[src/rtl/mem_loader.sv]
`timescale 1ns/1ps
`default_nettype none
// ============================================================================
// Module   : mem_loader
// Purpose  : Byte-stream loader that assembles MSB-first words and writes them
//            into one of NUM_TARGETS memories, stalling the datapath meanwhile.
// Revision : 1.0 - initial release
// ============================================================================
module mem_loader #(
  parameter int DATA_WIDTH  = 32,
  parameter int ADDR_WIDTH  = 8,
  parameter int NUM_TARGETS = 3
) (
  input  logic                   clk,
  input  logic                   rst,
  input  logic                   start,
  input  logic [7:0]             in_data,
  input  logic                   in_valid,
  output logic                   in_ready,
  output logic [NUM_TARGETS-1:0] wr_en,
  output logic [ADDR_WIDTH-1:0]  wr_addr,
  output logic [DATA_WIDTH-1:0]  wr_data,
  output logic                   hold,
  output logic                   done,
  output logic                   error
);

  localparam int c_BYTES = DATA_WIDTH / 8;
  localparam int c_BCW   = (c_BYTES > 1) ? $clog2(c_BYTES) : 1;
  localparam int c_SW    = (c_BYTES > 1) ? DATA_WIDTH - 8 : 8;
  localparam logic [c_BCW-1:0] c_LAST = c_BCW'(c_BYTES - 1);

  typedef enum logic [2:0] {
    S_IDLE   = 3'd0,
    S_TARGET = 3'd1,
    S_COUNT  = 3'd2,
    S_DATA   = 3'd3,
    S_WRITE  = 3'd4,
    S_DONE   = 3'd5,
    S_ERR    = 3'd6
  } state_t;

  state_t                   r_state;
  logic [7:0]               r_target;
  logic [8:0]               r_count;
  logic [ADDR_WIDTH-1:0]    r_addr;
  logic [c_BCW-1:0]         r_byte_cnt;
  logic [c_SW-1:0]          r_shift;

  logic                     w_xfer;
  logic                     w_id_ok;
  logic [NUM_TARGETS-1:0]   w_sel;
  logic [DATA_WIDTH-1:0]    w_word;

  assign w_xfer  = in_valid & in_ready;
  assign w_id_ok = ({24'd0, in_data} < 32'(NUM_TARGETS));
  assign w_sel   = NUM_TARGETS'(1) << r_target;

  // Word seen so far with the incoming byte appended as the least significant byte.
  generate
    if (c_BYTES == 1) begin : g_byte_word
      assign w_word = in_data;
    end else begin : g_multi_byte_word
      assign w_word = {r_shift[DATA_WIDTH-9:0], in_data};
    end
  endgenerate

  always_ff @(posedge clk or posedge rst) begin
    if (rst) begin
      r_state    <= S_IDLE;
      r_target   <= '0;
      r_count    <= '0;
      r_addr     <= '0;
      r_byte_cnt <= '0;
      r_shift    <= '0;
      in_ready   <= 1'b0;
      wr_en      <= '0;
      wr_addr    <= '0;
      wr_data    <= '0;
      hold       <= 1'b0;
      done       <= 1'b0;
      error      <= 1'b0;
    end else begin
      wr_en <= '0;
      done  <= 1'b0;
      case (r_state)
        S_IDLE: begin
          if (start) begin
            r_state  <= S_TARGET;
            hold     <= 1'b1;
            in_ready <= 1'b1;
          end
        end
        S_TARGET: begin
          if (w_xfer) begin
            r_target <= in_data;
            if (w_id_ok) begin
              r_state <= S_COUNT;
            end else begin
              r_state  <= S_ERR;
              error    <= 1'b1;
              hold     <= 1'b0;
              in_ready <= 1'b0;
            end
          end
        end
        S_COUNT: begin
          // A count byte of zero encodes the full 256-word load.
          if (w_xfer) begin
            r_count    <= (in_data == 8'd0) ? 9'd256 : {1'b0, in_data};
            r_addr     <= '0;
            r_byte_cnt <= '0;
            r_state    <= S_DATA;
          end
        end
        S_DATA: begin
          if (w_xfer) begin
            r_shift <= w_word[c_SW-1:0];
            if (r_byte_cnt == c_LAST) begin
              r_byte_cnt <= '0;
              r_state    <= S_WRITE;
              in_ready   <= 1'b0;
              wr_en      <= w_sel;
              wr_addr    <= r_addr;
              wr_data    <= w_word;
            end else begin
              r_byte_cnt <= r_byte_cnt + 1'b1;
            end
          end
        end
        S_WRITE: begin
          r_addr  <= r_addr + 1'b1;
          r_count <= r_count - 9'd1;
          if (r_count == 9'd1) begin
            r_state <= S_DONE;
            done    <= 1'b1;
          end else begin
            r_state  <= S_DATA;
            in_ready <= 1'b1;
          end
        end
        S_DONE: begin
          r_state <= S_IDLE;
          hold    <= 1'b0;
        end
        S_ERR: begin
          if (start) begin
            r_state  <= S_TARGET;
            error    <= 1'b0;
            hold     <= 1'b1;
            in_ready <= 1'b1;
          end
        end
        default: begin
          r_state  <= S_IDLE;
          hold     <= 1'b0;
          in_ready <= 1'b0;
          error    <= 1'b0;
        end
      endcase
    end
  end

endmodule
`default_nettype wire

[config.mk]
export PLATFORM = sky130hd
export DESIGN_NAME = mem_loader
export DESIGN_NICKNAME = d
export VERILOG_FILES = /design/src/rtl/mem_loader.sv
export SDC_FILE = /design/constraint.sdc
export NUM_CORES = 1
export LEC_CHECK = 0
export BUFFER_PORTS_ARGS = -buffer_cell sky130_fd_sc_hd__clkbuf_2
export CAP_MARGIN = 25
export CORE_MARGIN = 4
export CORE_UTILIZATION = 55
export CTS_BUF_LIST = sky130_fd_sc_hd__clkbuf_8
export DETAILED_ROUTE_END_ITERATION = 8
export PLACE_DENSITY = 0.85
export SLEW_MARGIN = 20
export SYNTH_ARGS = -nofsm -noshare
export SYNTH_HDL_FRONTEND = slang
export SYNTH_SLANG_ARGS = --single-unit
[constraint.sdc]
create_clock -name clk -period 5.5 [get_ports clk]
set_input_delay 0.55 -clock clk [delete_from_list [all_inputs] [get_ports clk]]
set_output_delay 0.55 -clock clk [all_outputs]
set_load 0.05 [all_outputs]
* Word level (Yosys, flattened, before mapping)
Cells that the tools add are included.
** Word-level totals
- Register bits after elaboration :: 101
- Input bits :: 12
** Cells by class
- Add/subtract/negate cells :: 3
- Magnitude comparators :: 1
- Eq/ne operators :: 16
- Shift-type cells :: 1
- Multiplexer cells :: 34
- Bitwise gates (word level) :: 4
- Reductions and logical operators :: 17
** Operator list (number)
- $mux W3 :: 10
- $mux W9 :: 2
- $pmux W9 S2 :: 1
- $pmux W8 S2 :: 1
- $pmux W3 S5 :: 1
- $ne A2 B2 Y1 const B :: 7
- $mux W1 :: 11
- $eq A3 B3 Y1 const B :: 3
- $eq A9 B1 Y1 const B :: 1
- $sub A9 B1 Y9 const B :: 1
- $add A8 B1 Y8 const B :: 1
- $logic_not A8 Y1 :: 1
- $lt A8 B2 Y1 const B :: 1
- $mux W8 :: 1
- $reduce_and A4 Y1 :: 2
- $shl A1 B8 Y3 const A :: 1
- $reduce_and A7 Y1 :: 1
- $eq A3 B2 Y1 const B :: 2
- $mux W2 :: 3
- $pmux W1 S3 :: 2
- $reduce_and A2 Y1 :: 3
- $reduce_and A3 Y1 :: 2
- $pmux W1 S5 :: 1
- $reduce_and A5 Y1 :: 1
- 12 further kinds :: 16

* Depth between registers and ports, before layout
Gate-level depths: netlist of run 1.
- Word-level depth :: 4
- Depth in mapped cells :: 6

* Worst setup path after synthesis of run 1
No wires, ideal clock.
- Kind :: flip-flop to flip-flop
- From :: reg in_ready
- To :: reg wr_data[0]
- Setup time :: 0.125 ns
- Arrival time :: 1.881 ns
- Required time :: 5.375 ns
- Slack :: 3.494 ns
- Stages on the path, launching flop included :: 5
- Path buffers :: 1
- Cells stage by stage :: dfrtp_1 -> nand2_1 -> nor3_1 -> buf_2 -> mux2_2
** Between the ends
- Longest elaborated chain between the ends :: 2
** RTL lines
- from (decl) :: line 19 : output logic in_ready,
- from (signal assigned) :: line 76 : in_ready <= 1'b0;
- from (signal assigned) :: line 91 : in_ready <= 1'b1;
- from (signal assigned) :: line 103 : in_ready <= 1'b0;
- $and A1 B1 Y1 :: line 55 : assign w_xfer = in_valid & in_ready;
- $reduce_and A3 Y1 (no line)
- to (signal assigned) :: line 125 : wr_data <= w_word;
- to (decl) :: line 22 : output logic [DATA_WIDTH-1:0] wr_data,
Every way passes these cells.
A chain may end at the register's enable or synchronous reset.

* Final worst setup path of run 1
- From :: reg r_state[1]
- To :: reg r_count[8]
** Between the ends
- Longest elaborated chain between the ends :: 3
- Elaborated cells on any way between the ends :: 6
** RTL lines
- from (decl) :: line 43 : state_t r_state;
- from (signal assigned) :: line 70 : r_state <= S_IDLE;
- from (signal assigned) :: line 89 : r_state <= S_TARGET;
- from (signal assigned) :: line 98 : r_state <= S_COUNT;
- $eq A3 B2 Y1 or $eq A3 B3 Y1 (tied branches) :: line 86 : case (r_state)
- $ne A2 B2 Y1 (no line) or $reduce_bool A2 Y1 (tied branches)
- $reduce_and A2 Y1 (no line)
- to (signal assigned) :: line 110 : r_count <= (in_data == 8'd0) ? 9'd256 : {1'b0, in_data};
- to (signal assigned) :: line 133 : r_count <= r_count - 9'd1;
- to (decl) :: line 45 : logic [8:0] r_count;
Several ways; a longest one is shown, not always the timed one.

==> results of run 1 <==
registers in the layout, summed over array words and instances, names as in the netlist:
name,cells
done,1
error,1
hold,1
in_ready,1
r_addr,8
r_byte_cnt,2
r_count,9
r_shift,24
r_state,3
r_target,8
wr_addr,8
wr_data,32
wr_en,3
logic make-up (layout without fill, tap and decap cells):
group / after synthesis / count (layout)
buffers and inverters: 19 / 84
AOI/OAI and AO/OA: 55 / 55
DFF: 101 / 101
xor gates and xnor gates: 1 / 1
and+or+nand+nor: 72 / 72
muxes: 73 / 73
adders and majority gates: 5 / 5
routing by layer:
metal	vias to the layer above	global-route usage (%)	wire length, um
li1	1316	-	-
met1	1425	28.5	3730
met2	108	31.8	4010
met3	10	5.71	611
met4	0	5.69	91
met5	-	0	0
stage by stage:
stage / hold WS [ps] / instance area (um2) / util [%]
after floorplan: 441 / 4240 / -
after global placement: 458 / 4630 / 62.8
after detailed placement: 460 / 4630 / 62.8
after CTS: 213 / 4840 / 65.6
after global routing: 225 / 4850 / 65.8
final: 206 / 4850 / 65.8
where the power goes:
| part | total (W) | internal (W) | leakage [nW] | switching, W |
|---|---|---|---|---|
| clock network | 0.000485 | 0.000236 | 0.106 | 0.000249 |
| logic | 0.000700 | 0.000296 | 0.950 | 0.000404 |
| registers | 0.00118 | 0.000963 | 1.33 | 0.000218 |
layout by cell type (no fill, tap or decap), types with 3 or more instances in the layout:
| cell type | netlist | layout |
|---|---|---|
| nor3_1 | 7 | 6 |
| nand4_1 | 3 | 3 |
| nand2_1 | 22 | 22 |
| and3_1 | 3 | 3 |
| inv_1 | 7 | 6 |
| nand3_1 | 8 | 8 |
| clkbuf_8 | 0 | 11 |
| buf_4 | 0 | 3 |
| nor2_1 | 12 | 12 |
| a21oi_1 | 12 | 12 |
| mux2_2 | 73 | 73 |
| clkbuf_2 | 0 | 58 |
| a31oi_1 | 3 | 3 |
| nor4_1 | 3 | 3 |
| a221o_1 | 4 | 4 |
| ha_1 | 4 | 4 |
| o21ai_0 | 19 | 19 |
| dfrtp_1 | 101 | 101 |
worst max-delay path by stage:
stage | to | slack (ps) | from
after global placement | hold$_DFFE_PP0P_ | 3280 | in_data[3]
after global routing | r_count[8]$_DFFE_PP0P_ | 3180 | r_state[1]$_DFFE_PP0P_
after floorplan | done$_DFF_PP0_ | 2300 | rst
after CTS | r_shift[21]$_DFFE_PP0P_ | 3160 | r_state[1]$_DFFE_PP0P_
final | r_count[8]$_DFFE_PP0P_ | 3450 | r_state[1]$_DFFE_PP0P_
after detailed placement | r_shift[0]$_DFFE_PP0P_ | 3180 | r_state[1]$_DFFE_PP0P_
layout make-up:
| type | instances | area [um2] | share of cell area (%) |
|---|---|---|---|
| sequential | 101 | 2530 | 52.1 |
| multi-input combinational | 206 | 1640 | 33.7 |
| timing repair buffer | 62 | 328 | 6.76 |
| clock buffer | 11 | 151 | 3.12 |
| tap | 99 | 124 | 2.55 |
| clock inverter | 4 | 56.3 | 1.16 |
| inverter | 7 | 28.8 | 0.593 |
==> metrics.txt, run 1 <==
# TYPE chip_impl_metric gauge
chip_impl_metric{name="place.gp.congestion",unit=""} 0.879
chip_impl_metric{name="synthDominantCellAreaShare",unit="%"} 59.7
chip_impl_metric{name="portBuffers",unit=""} 58
chip_impl_metric{name="mappedNetlistArea",unit="um2"} 4240
chip_impl_info{name="worstReg2RegEnd",value="r_count[8]$_DFFE_PP0P_"} 1
chip_impl_metric{name="worst-endpoint-arrival",unit="ps"} 2310
chip_impl_metric{name="path_depth",unit=""} 4
chip_impl_metric{name="dr_total_vias",unit=""} 2859
chip_impl_metric{name="grt_usage",unit="%"} 20.5
chip_impl_metric{name="drc",unit=""} 0
chip_impl_metric{name="core.rowCount",unit=""} 31
chip_impl_metric{name="dpl_cells",unit=""} 474
chip_impl_metric{name="fin_clk_skew",unit="ps"} 8.99
chip_impl_metric{name="reg2reg_slack",unit="ps"} 3450
chip_impl_metric{name="p_per_area",unit="nW/um2"} 488
chip_impl_info{name="synthFlopType",value="dfrtp_1"} 1
chip_impl_metric{name="dieWidth",unit="um"} 95.8
chip_impl_info{name="timing.hold.worst.class",value="primary input to async pin"} 1
chip_impl_metric{name="layout.cells.non_filler",unit=""} 490
chip_impl_metric{name="postSynth.asyncResetShare",unit="%"} 100
chip_impl_metric{name="timing.max_slew.rel_slack",unit="%"} 50.9
chip_impl_metric{name="cts-buffers-inserted",unit=""} 9
chip_impl_info{name="worst_path_dominant_cell_family",value="simple AND/OR/NAND/NOR gates"} 1
chip_impl_metric{name="maxSlewViolCount",unit=""} 0
chip_impl_metric{name="period_needed",unit="ps"} 2050
chip_impl_metric{name="critPathMaxStageDelay",unit="ps"} 720
chip_impl_metric{name="gr-total-overflow",unit=""} 0
chip_impl_metric{name="layout.nets",unit=""} 403
chip_impl_metric{name="synth_edf_count",unit=""} 0
chip_impl_info{name="crit_path_end_kind",value="flop"} 1
chip_impl_info{name="largest_family_of_logic_cells_by_synthesized_area",value="multiplexers"} 1
chip_impl_info{name="worstReg2RegStart",value="r_state[1]$_DFFE_PP0P_"} 1
chip_impl_metric{name="synth.mux.area_fraction",unit="%"} 19.4
chip_impl_metric{name="timing_hold_violations_final",unit=""} 0
chip_impl_metric{name="post_synth.cell_area_avg",unit="um2"} 13.0
chip_impl_info{name="rsz0062_at_grt",value="no"} 1
chip_impl_metric{name="library_cells_used_by_synthesis",unit=""} 46
chip_impl_metric{name="cts_buffer_depth",unit=""} 2
chip_impl_metric{name="wl_cell",unit="um"} 17.2
chip_impl_info{name="critical-path-slowest-cell",value="dfrtp_1"} 1
chip_impl_metric{name="clock_sinks",unit=""} 101
chip_impl_metric{name="transition_at_the_pin_with_the_smallest_max_transition_slack",unit="ps"} 736
chip_impl_metric{name="avgViaCountPerCell",unit=""} 5.83
chip_impl_metric{name="fmax",unit="MHz"} 487
chip_impl_metric{name="critPathRequiredTime",unit="ps"} 5760
chip_impl_metric{name="worst-path-buf-inv",unit=""} 0
chip_impl_info{name="synth.most_common_cell",value="dfrtp_1"} 1
chip_impl_metric{name="die_h",unit="um"} 95.8
chip_impl_metric{name="total_power",unit="W"} 0.00237
chip_impl_metric{name="synth_nets",unit=""} 342
chip_impl_metric{name="worst_setup_hold_path_clk_slew",unit="ps"} 90
chip_impl_metric{name="rr_worst_depth",unit=""} 4
chip_impl_metric{name="setup_violators_final",unit=""} 0
chip_impl_metric{name="num-fill-cells",unit=""} 537
chip_impl_metric{name="synth_xor_xnor_area_share",unit="%"} 0.207
chip_impl_info{name="synth.cells.most_frequent",value="dfrtp_1, mux2_2, nand2_1"} 1
chip_impl_metric{name="cts_post_setup_buffers_inserted",unit=""} 0
chip_impl_metric{name="synthSimpleGateAreaFrac",unit="%"} 8.89
chip_impl_info{name="cts.root.buffer_cell",value="clkbuf_8"} 1
chip_impl_metric{name="power.static_leakage",unit="nW"} 2.39
chip_impl_metric{name="postRouteAntennaNets",unit=""} 0
chip_impl_info{name="ordered_cell_list_for_the_critical_path",value="nand4b_1 -> nor2_1 -> a211oi_1 -> a311oi_1"} 1
chip_impl_info{name="criticalPathCategory",value="flop to flop"} 1
chip_impl_metric{name="die_area",unit="um2"} 9170
chip_impl_info{name="worstSetupStartpointType",value="flop"} 1
chip_impl_metric{name="pre_cts_ws",unit="ps"} 3180
chip_impl_metric{name="yosysWarnings",unit=""} 0
chip_impl_metric{name="drive_gt1_share",unit="%"} 40.4
chip_impl_metric{name="number_of_h_tree_levels",unit=""} 3
chip_impl_metric{name="setup_tns_final",unit="ps"} 0
chip_impl_metric{name="compound_gate_fraction_of_synth_area",unit="%"} 8.56
chip_impl_metric{name="clk_latency",unit="ps"} 360
chip_impl_metric{name="grt_max_degree",unit=""} 62
chip_impl_metric{name="peakVddDrop",unit="mV"} 0.320
chip_impl_metric{name="cts-hold-fix-buffers",unit=""} 0
chip_impl_metric{name="coreArea",unit="um2"} 7370
chip_impl_metric{name="area_delta_synth_final",unit="%"} 14.5
chip_impl_metric{name="cap_viol_max_count",unit=""} 0
chip_impl_metric{name="worst_slack",unit="ps"} 3450
chip_impl_info{name="yosysTopAreaCell",value="dfrtp_1"} 1
chip_impl_info{name="outcome",value="finished, final reports clean"} 1
chip_impl_metric{name="insertedDiodeCount",unit=""} 0
chip_impl_metric{name="synthCells",unit=""} 326
chip_impl_metric{name="antenna_found_initial",unit=""} 0
chip_impl_metric{name="finalWirelength",unit="um"} 8440
chip_impl_metric{name="finalCritPeriodShare",unit="%"} 37.3
chip_impl_metric{name="cts-resized-gates",unit=""} 0
chip_impl_metric{name="synth.ff_latch_count",unit=""} 101
chip_impl_metric{name="ios",unit=""} 59
chip_impl_metric{name="initial_utilization",unit="%"} 57.5
chip_impl_metric{name="dr.pass1.iters",unit=""} 5
chip_impl_metric{name="synth_seq_area_share",unit="%"} 59.7
chip_impl_metric{name="maximum_net_fanout_on_the_critical_path",unit=""} 20
chip_impl_info{name="clock_tree_from_tritoncts",value="done"} 1
chip_impl_metric{name="synth_fa_ha_area_share",unit="%"} 1.42
chip_impl_info{name="synthTopCellsByArea",value="dfrtp_1, mux2_2, o21ai_0"} 1
chip_impl_metric{name="initialDrtViolationCount",unit=""} 244
chip_impl_metric{name="first_global_vias",unit=""} 2863
chip_impl_metric{name="grt_pass1_wl",unit="um"} 14200
chip_impl_metric{name="detailed_place_hpwl",unit="um"} 5740
Note: power is estimated with default switching activity, not from simulation.
==> run 2, diff against run 1 <==
clock period = 2.05 ns   (was 5.5 ns; I/O delays follow)
==> run 2 against run 1 <==
Compared with the run above:
- maximum frequency up 8.7%
- critical path depth up 1
- die area unchanged
- final area up 2.8%
- register-to-register slack worse by 3300 ps
- wire length up 1.3%
- highest routed layer unchanged
==> metrics.txt, run 2 (synthesized netlist as in run 1, its figures left out) <==
# TYPE chip_impl_metric gauge
chip_impl_metric{name="dr.pass1.iters",unit=""} 4
chip_impl_info{name="commonest_cells_after_routing_fill_and_taps_aside",value="dfrtp_1, mux2_2, clkbuf_2, nand2_1, o21ai_0"} 1
chip_impl_metric{name="drc",unit=""} 0
chip_impl_metric{name="design_area",unit="um2"} 4990
chip_impl_metric{name="finalWirelength",unit="um"} 8550
chip_impl_metric{name="grt_usage",unit="%"} 20.6
chip_impl_info{name="worstSetupStartpointType",value="flop"} 1
chip_impl_metric{name="postRouteAntennaNets",unit=""} 0
chip_impl_metric{name="die_area",unit="um2"} 9170
chip_impl_metric{name="insertedDiodeCount",unit=""} 0
chip_impl_metric{name="worst-endpoint-arrival",unit="ps"} 2150
chip_impl_metric{name="transition_at_the_pin_with_the_smallest_max_transition_slack",unit="ps"} 564
chip_impl_metric{name="setup_violators_final",unit=""} 0
chip_impl_metric{name="cts-resized-gates",unit=""} 0
chip_impl_info{name="reg.largest.list",value="wr_data: 32 flops, r_shift: 24 flops, r_count: 9 flops"} 1
chip_impl_metric{name="ios",unit=""} 59
chip_impl_info{name="hold_path.startpoint",value="in_data[1]"} 1
chip_impl_metric{name="rr_worst_depth",unit=""} 5
chip_impl_metric{name="fin_clk_skew",unit="ps"} 10.9
chip_impl_metric{name="fmax",unit="MHz"} 530
chip_impl_info{name="largest-register",value="wr_data"} 1
chip_impl_metric{name="core.rowCount",unit=""} 31
chip_impl_metric{name="critPathRequiredTime",unit="ps"} 2320
chip_impl_metric{name="clock_sinks",unit=""} 101
chip_impl_metric{name="initial_utilization",unit="%"} 57.5
chip_impl_info{name="worstReg2RegStart",value="r_state[2]$_DFFE_PP0P_"} 1
chip_impl_metric{name="first_global_vias",unit=""} 2919
chip_impl_metric{name="maxSlewViolCount",unit=""} 0
chip_impl_metric{name="portBuffers",unit=""} 58
chip_impl_metric{name="cts_post_setup_buffers_inserted",unit=""} 0
chip_impl_metric{name="peakVddDrop",unit="mV"} 0.777
chip_impl_info{name="worstReg2RegEnd",value="wr_en[2]$_DFF_PP0_"} 1
chip_impl_metric{name="area_delta_synth_final",unit="%"} 17.7
chip_impl_info{name="crit_path_end_kind",value="flop"} 1
chip_impl_metric{name="place.gp.congestion",unit=""} 0.896
chip_impl_metric{name="clk_latency",unit="ps"} 360
chip_impl_metric{name="dieWidth",unit="um"} 95.8
chip_impl_metric{name="period_needed",unit="ps"} 1890
chip_impl_info{name="min_to",value="r_count[1]$_DFFE_PP0P_"} 1
chip_impl_metric{name="cts-buffers-inserted",unit=""} 9
chip_impl_metric{name="setup_tns_final",unit="ps"} 0
chip_impl_info{name="criticalPathCategory",value="flop to flop"} 1
chip_impl_metric{name="layout.nets",unit=""} 413
chip_impl_metric{name="dpl-instance-area",unit="um2"} 4740
chip_impl_metric{name="post-route-util",unit="%"} 67.7
chip_impl_metric{name="multi_input_area",unit="um2"} 1640
chip_impl_metric{name="worst_setup_hold_path_clk_slew",unit="ps"} 90
chip_impl_metric{name="gr-total-overflow",unit=""} 0
chip_impl_metric{name="largest_register_ff_count",unit=""} 32
chip_impl_info{name="timing.hold.worst.class",value="primary input to flop"} 1
chip_impl_metric{name="drive_gt1_share",unit="%"} 41.5
chip_impl_metric{name="detailed_place_hpwl",unit="um"} 6150
chip_impl_metric{name="grt_max_degree",unit=""} 44
chip_impl_metric{name="maximum_net_fanout_on_the_critical_path",unit=""} 21
chip_impl_metric{name="cell_depth_of_the_worst_hold_path",unit=""} 3
chip_impl_metric{name="timing.max_slew.rel_slack",unit="%"} 62.3
chip_impl_metric{name="cts_buffer_depth",unit=""} 2
chip_impl_info{name="layout_commonest_cell",value="dfrtp_1"} 1
chip_impl_metric{name="wl_cell",unit="um"} 17.1
chip_impl_info{name="clock_tree_from_tritoncts",value="done"} 1
chip_impl_info{name="rsz0062_at_grt",value="no"} 1
chip_impl_metric{name="initialDrtViolationCount",unit=""} 195
chip_impl_metric{name="avgViaCountPerCell",unit=""} 5.80
chip_impl_metric{name="finalCritPeriodShare",unit="%"} 92.1
chip_impl_metric{name="number_of_h_tree_levels",unit=""} 3
chip_impl_metric{name="power.static_leakage",unit="nW"} 2.46
chip_impl_metric{name="fin_hold_ws",unit="ps"} 161
chip_impl_metric{name="coreArea",unit="um2"} 7370
chip_impl_metric{name="die_h",unit="um"} 95.8
chip_impl_metric{name="antenna_found_initial",unit=""} 0
chip_impl_metric{name="total_power",unit="W"} 0.00662
chip_impl_metric{name="timing_hold_violations_final",unit=""} 0
chip_impl_metric{name="reg2reg_slack",unit="ps"} 160
chip_impl_info{name="cts.root.buffer_cell",value="clkbuf_8"} 1
chip_impl_metric{name="ff_latch_area",unit="um2"} 2530
chip_impl_metric{name="dr_total_vias",unit=""} 2904
chip_impl_metric{name="cap_viol_max_count",unit=""} 0
chip_impl_metric{name="num-fill-cells",unit=""} 551
chip_impl_metric{name="grt_pass1_wl",unit="um"} 14200
chip_impl_info{name="outcome",value="finished, final reports clean"} 1
chip_impl_metric{name="p_per_area",unit="nW/um2"} 1330
==> run 2: cell count changes in the layout (fill, tap and decap cells not counted), moves of 2 or more <==
cell       change
clkbuf_8       -2
buf_12         +3
clkinv_2       +2
bufinv_16      +2
buf_4          +7
clkinv_4       -2
==> run 2: final cells by class <==
| type | count | share of cell area [%] |
|---|---|---|
| Clock inverter | 7 | 2.26 |
| Clock buffer | 9 | 2.48 |
| Multi-Input combinational cell | 206 | 32.8 |
| Timing Repair Buffer | 72 | 8.73 |
| Sequential cell | 101 | 50.7 |
| Tap cell | 99 | 2.48 |
| Inverter | 7 | 0.602 |
==> run 2: power breakdown <==
group	switching [W]	total, W	internal (W)	leakage, nW
clock	0.000659	0.00147	0.000807	0.125
combinational	0.00116	0.00204	0.000874	1.01
sequential	0.000533	0.00312	0.00259	1.33
==> run 2: worst max-delay path by stage <==
stage / start / end / slack, ps / cells after the start
after global placement: in_data[2] / hold$_DFFE_PP0P_ / 250 / 5
after floorplan: in_ready$_DFFE_PP0P_ / wr_data[0]$_DFFE_PP0P_ / 40 / 4
final: r_state[2]$_DFFE_PP0P_ / wr_en[2]$_DFF_PP0_ / 160 / 5
after global routing: r_state[2]$_DFFE_PP0P_ / wr_en[2]$_DFF_PP0_ / 10 / 5
after detailed placement: in_data[2] / hold$_DFFE_PP0P_ / 200 / 5
after CTS: r_state[2]$_DFFE_PP0P_ / wr_en[2]$_DFF_PP0_ / 180 / 5
==> run 2: repair_timing <==
action,4_1_cts,5_1_grt
setup endpoints to repair,0,0
hold buffers,1,0
hold endpoints to repair,22,0
==> run 2: routing by layer <==
layer / vias to the layer above / GRT usage (%) / routed length [um]
met3: 10 / 4.61 / 504
met2: 109 / 32.3 / 4160
met4: 0 / 8.89 / 135
met1: 1455 / 27.9 / 3760
li1: 1330 / - / -
met5: - / 0 / 0
==> run 2: metrics by stage <==
stage | setup WS, ps | instances
floorplan | 44.3 | 326
global placement | 248 | 484
detailed placement | 202 | 484
CTS | 177 | 501
global route | 14.1 | 501
finish | 162 | 501
==> run 2: critical path: stages (launching register included) <==
cell,delay [ps]
dfrtp_1,520
nand2b_1,280
nor3_2,250
buf_4,330
nand3_1,190
nor3b_1,230
